===== src/rtl/vx_ifetch_stage.sv =====
// ---------------------------------------------------------------------------
// vx_ifetch_stage
// Instruction-fetch stage sitting directly behind the warp scheduler.
// A scheduled fetch (wid, PC, tmask) becomes a word-aligned instruction-cache
// read tagged with the warp id. The warp's {tmask, PC} are parked until the
// cache answers. The answer then leaves through one registered output stage
// towards decode.
//
// Ports
//   clk, reset          core clock, synchronous active-high reset
//   ifetch_req_*        request from scheduler (valid/ready, wid, PC, tmask)
//   icache_req_*        read to icache (valid/ready, word addr, warp tag)
//   icache_rsp_*        icache answer (valid/ready, data, warp tag)
//   ifetch_rsp_*        registered response to decode (valid/ready, wid, PC,
//                       tmask, instr)
//   busy                any fetch pending or a response still held
// ---------------------------------------------------------------------------
module vx_ifetch_stage #(
    parameter int NUM_WARPS   = 4,
    parameter int NUM_THREADS = 4,
    parameter int NW_BITS     = $clog2(NUM_WARPS)
) (
    input  logic                   clk,
    input  logic                   reset,

    input  logic                   ifetch_req_valid,
    output logic                   ifetch_req_ready,
    input  logic [NW_BITS-1:0]     ifetch_req_wid,
    input  logic [31:0]            ifetch_req_PC,
    input  logic [NUM_THREADS-1:0] ifetch_req_tmask,

    output logic                   icache_req_valid,
    input  logic                   icache_req_ready,
    output logic [29:0]            icache_req_addr,
    output logic [NW_BITS-1:0]     icache_req_tag,

    input  logic                   icache_rsp_valid,
    output logic                   icache_rsp_ready,
    input  logic [31:0]            icache_rsp_data,
    input  logic [NW_BITS-1:0]     icache_rsp_tag,

    output logic                   ifetch_rsp_valid,
    input  logic                   ifetch_rsp_ready,
    output logic [NW_BITS-1:0]     ifetch_rsp_wid,
    output logic [31:0]            ifetch_rsp_PC,
    output logic [NUM_THREADS-1:0] ifetch_rsp_tmask,
    output logic [31:0]            ifetch_rsp_instr,

    output logic                   busy
);

    logic [NUM_WARPS-1:0]   pending_q;
    logic [NUM_WARPS-1:0]   pending_d;
    logic [31:0]            meta_pc_q    [NUM_WARPS];
    logic [NUM_THREADS-1:0] meta_tmask_q [NUM_WARPS];

    logic                   out_valid_q;
    logic [NW_BITS-1:0]     out_wid_q;
    logic [31:0]            out_pc_q;
    logic [NUM_THREADS-1:0] out_tmask_q;
    logic [31:0]            out_instr_q;

    logic req_blocked_s;
    logic req_fire_s;
    logic stall_s;
    logic rsp_fire_s;
    logic rsp_hit_s;

    // A warp with a fetch already outstanding is held back until its answer.
    assign req_blocked_s    = pending_q[ifetch_req_wid];
    assign icache_req_valid = ifetch_req_valid & ~req_blocked_s;
    assign ifetch_req_ready = icache_req_ready & ~req_blocked_s;
    assign icache_req_addr  = ifetch_req_PC[31:2];
    assign icache_req_tag   = ifetch_req_wid;
    assign req_fire_s       = icache_req_valid & icache_req_ready;

    assign stall_s          = out_valid_q & ~ifetch_rsp_ready;
    assign icache_rsp_ready = ~stall_s;
    assign rsp_fire_s       = icache_rsp_valid & icache_rsp_ready;
    // A response for a warp that is not pending (orphan) is swallowed.
    assign rsp_hit_s        = rsp_fire_s & pending_q[icache_rsp_tag];

    assign ifetch_rsp_valid = out_valid_q;
    assign ifetch_rsp_wid   = out_wid_q;
    assign ifetch_rsp_PC    = out_pc_q;
    assign ifetch_rsp_tmask = out_tmask_q;
    assign ifetch_rsp_instr = out_instr_q;
    assign busy             = (|pending_q) | out_valid_q;

    // Pending next state: clear on answer first, then set on new request so an
    // orphan for warp w cannot cancel a fresh request from warp w.
    always_comb begin
        pending_d = pending_q;
        if (rsp_fire_s) begin
            pending_d[icache_rsp_tag] = 1'b0;
        end else begin
            pending_d = pending_q;
        end
        if (req_fire_s) begin
            pending_d[ifetch_req_wid] = 1'b1;
        end else begin
            pending_d = pending_d;
        end
    end

    // Pending-warp register.
    always_ff @(posedge clk) begin
        if (reset) begin
            pending_q <= {NUM_WARPS{1'b0}};
        end else begin
            pending_q <= pending_d;
        end
    end

    // Per-warp metadata capture; contents are don't-care while not pending.
    always_ff @(posedge clk) begin
        if (req_fire_s) begin
            meta_pc_q[ifetch_req_wid]    <= ifetch_req_PC;
            meta_tmask_q[ifetch_req_wid] <= ifetch_req_tmask;
        end
    end

    // Output stage valid bit; held while decode stalls.
    always_ff @(posedge clk) begin
        if (reset) begin
            out_valid_q <= 1'b0;
        end else if (!stall_s) begin
            out_valid_q <= rsp_hit_s;
        end
    end

    // Output stage payload; meta is read before any same-cycle write.
    always_ff @(posedge clk) begin
        if (!stall_s && rsp_hit_s) begin
            out_wid_q   <= icache_rsp_tag;
            out_pc_q    <= meta_pc_q[icache_rsp_tag];
            out_tmask_q <= meta_tmask_q[icache_rsp_tag];
            out_instr_q <= icache_rsp_data;
        end
    end

    vx_ifetch_stage_chk u_chk (
        .clk        (clk),
        .reset      (reset),
        .rsp_fire_i (rsp_fire_s),
        .rsp_hit_i  (rsp_hit_s)
    );

endmodule

// ---------------------------------------------------------------------------
// vx_ifetch_stage_chk
// Simulation-only observer: reports orphan cache responses as a warning,
// since they are legal after a reset cut in-flight fetches.
//   clk, reset   core clock and reset
//   rsp_fire_i   cache response accepted
//   rsp_hit_i    accepted response matched a pending warp
// ---------------------------------------------------------------------------
module vx_ifetch_stage_chk (
    input logic clk,
    input logic reset,
    input logic rsp_fire_i,
    input logic rsp_hit_i
);

    // Flag responses that arrive for a warp with nothing outstanding.
    always @(posedge clk) begin
        if (!reset && rsp_fire_i && !rsp_hit_i) begin
            $warning("vx_ifetch_stage: orphan icache response discarded");
        end
    end

endmodule


===== config.mk =====
export PLATFORM = sky130hd
export DESIGN_NAME = vx_ifetch_stage
export DESIGN_NICKNAME = d
export VERILOG_FILES = /design/src/rtl/vx_ifetch_stage.sv
export SDC_FILE = /design/constraint.sdc
export NUM_CORES = 1
export LEC_CHECK = 0
export ABC_AREA = 1
export BUFFER_PORTS_ARGS = -buffer_cell sky130_fd_sc_hd__buf_2
export CAP_MARGIN = 20
export CORE_UTILIZATION = 51
export CTS_CLUSTER_SIZE = 30
export DETAILED_ROUTE_END_ITERATION = 8
export MAX_ROUTING_LAYER = met4
export PLACE_DENSITY_LB_ADDON = 0.08
export SLEW_MARGIN = 0
export SYNTH_ARGS = -nofsm -noshare
export SYNTH_HDL_FRONTEND = slang
export SYNTH_SLANG_ARGS = --single-unit

===== constraint.sdc =====
create_clock -name clk -period 2.8 [get_ports clk]
set_input_delay 0 -clock clk [delete_from_list [all_inputs] [get_ports clk]]
set_output_delay 0 -clock clk [all_outputs]
set_load 0.05 [all_outputs]

==> flow_summary.json <==
{
  "power_leakage_uw": 0.00389,
  "yosysUniqueCellTypes": 19,
  "combPwrFrac_pct": 7.8,
  "worst_pin_slew_ns": 0.902,
  "final_common_cell": "edfxtp_1",
  "cts_tree": "yes",
  "cts-resized-gates": 0,
  "post-dp-hpwl_um": 8650,
  "dieWidth_um": 126,
  "avgSynthCellArea_sq_um": 17.7,
  "htreeDepth": 1,
  "grt_start_max_net_pins": 46,
  "max_freq_mhz": 449,
  "final_cell_mix": "214 x edfxtp_1, 184 x buf_2, 82 x dlygate4sd3_1",
  "syn_nets": 520,
  "insertion_delay_ns": 0.49,
  "portBuffers": 184,
  "finalSetupViolCount": 0,
  "dieArea_sq_mm": 0.0158,
  "synthToLayoutAreaGrowth_pct": 30.5,
  "power.switching_uw": 1480,
  "ys_ff_latch": 219,
  "syn-instance-count": 442,
  "finalPower_uw": 6820,
  "hold_viol_final": 0,
  "cap_viol_max_count": 0,
  "finalSetupTns_ns": 0,
  "grt_pass1_vias": 4757,
  "vias": 4655,
  "rsz0062_at_grt": "no",
  "ys_seq_area_share_pct": 83.4,
  "synth_top_family_by_area": "compound AO/OA/AOI/OAI gates",
  "yosysWarningCount": 0,
  "fin_crit_ns": 2.23,
  "p_int_uw": 5340,
  "core_sq_mm": 0.0148,
  "max_slew_margin_pct": 39.8,
  "synth-simple-area-share_pct": 4.89,
  "grt_pass1_wl_um": 24600,
  "vias_per_cell": 5.20,
  "synth_fa_ha_area_share_pct": 0,
  "hp-class": "input port to flop",
  "finalClockSkew_ns": 0.0104,
  "clockPowerShare_pct": 38.1,
  "cts_buffers": 22,
  "synth_compound_area_share_pct": 6.57,
  "ios": 185,
  "grt.total_usage_pct": 20.7,
  "layout-drive-gt1-share_pct": 33.3,
  "initial_core_util_pct": 53.0,
  "ant_nets": 0,
  "p_seq_share_pct": 54.0,
  "wl_per_cell_um": 17.6,
  "status": "complete, no violations",
  "first_pass_iters": 4,
  "cts.sinks": 219,
  "synth_area_sq_mm": 0.00783,
  "diodes": 0,
  "clk_pin_slew_ns": 0.06,
  "cp-end-kind": "flop",
  "overflow": 0,
  "arrival_ns": 2.65,
  "fin_area_sq_mm": 0.0102,
  "ir_worst_vdd_v": 0.000608,
  "antenna_found_initial": 0,
  "post-route-period-util_pct": 79.5,
  "drc": 0,
  "nNetsFinal": 773,
  "final_max_slew_viol_count": 0,
  "postPlaceCellArea_sq_mm": 0.00875,
  "place_congestion": 0.818,
  "sw_frac_of_total_pct": 21.7,
  "fp.dieH_um": 126,
  "power_density_mw_per_mm2": 668,
  "stdcell_count": 895,
  "clockBufferDepth": 3,
  "cp-start-kind": "flop",
  "dpl.cell_count": 773,
  "num_rows": 44,
  "cts_root_buf": "clkbuf_16",
  "synth_xor_area_share_pct": 0,
  "critPathKind": "flop to flop",
  "worstPathMaxFanout": 5,
  "synth_mux_area_share_pct": 0,
  "drt-initial-drc-count": 264,
  "drt-total-wl_um": 15700,
  "postLayoutCoreUtil_pct": 69.2,
  "worstPathRequired_ns": 3.23
}
-- per-layer routing --
metal | GRT usage (%) | part of all wire [%] | up-vias
met1 | 25.7 | 42 | 2269
met2 | 35.7 | 51 | 182
met5 | - | 0 | -
met3 | 3.10 | 5.4 | 27
met4 | 5.46 | 1.9 | 0
li1 | - | - | 2177
-- stage by stage --
step | worst slack, ns | hold slack [ns]
final | 0.574 | 0.221
after global routing | 0.487 | 0.225
after CTS | 0.661 | 0.210
after detailed placement | 0.894 | 0.178
after global placement | 0.982 | 0.177
after floorplan | 0.0672 | 0.0624
-- Yosys cell counts, drive strengths merged --
cell type	n	share of area (%)
nor2	10	0.64
nand2	64	3.1
a22oi	64	6.1
nand4	6	0.48
edfxtp	214	82
inv	16	0.77
a21oi	5	0.37
buf	47	4.4
nand3	9	0.58
dfxtp	5	1.3
nor3	1	0.064
o21ai	1	0.064
-- power by group through the flow --
stage | clock (uW) | combinational, uW | sequential [uW]
floorplan | 0 | 258 | 3800
CTS | 2660 | 536 | 3680
global placement | 0 | 442 | 3750
finish | 2600 | 535 | 3680
global route | 2790 | 573 | 3690
detailed placement | 0 | 449 | 3750
-- flip-flops by register name, indices dropped and copies added (netlist names) --
name / cells
ifetch_rsp_wid: 2
meta_tmask_q: 16
pending_q: 4
ifetch_rsp_tmask: 4
ifetch_rsp_valid: 1
meta_pc_q: 128
ifetch_rsp_instr: 32
ifetch_rsp_PC: 32
-- kinds of logic (layout without fill, tap and decap cells) --
family          count (synthesis)  in the layout
buf+inv                        63            332
simple gates                   90             90
flops                         219            219
compound gates                 70             70
-- area by class of cell --
type,instances,area [sq um]
flip-flops and latches,219,6530
fillers,1015,4540
repair buffers,276,1830
multi-input cells,160,917
clock buffers,26,587
well taps,184,230
inverters,16,63.8
clock inverters,14,61.3
-- final timing paths --
path | startpoint | end | slack (ns) | cells after the start
setup / recovery | pending_q[2] | pending_q[0] | 0.57 | 7
hold / removal | icache_rsp_data[31] | ifetch_rsp_instr[31] | 0.22 | 2
setup reg to reg | pending_q[2] | pending_q[0] | 0.57 | 7
hold reg to reg | meta_pc_q[2][2] | ifetch_rsp_PC[2] | 0.53 | 2
-- worst max-delay path: stages, from the launching register on --
cell and delay [ns]:
dfxtp_1 0.34, nand3_1 0.11, nand2_2 0.07, nor2_4 0.16
nand4_1 0.18, dlygate4sd3_1 0.62, a21oi_1 0.12, dlygate4sd3_1 0.56
-- what timing repair did --
action	in CTS	in global routing
buffers inserted	0	0
hold endpoints to repair	183	0
hold buffers	82	0
No activity file was read; power rests on OpenSTA's default activity.
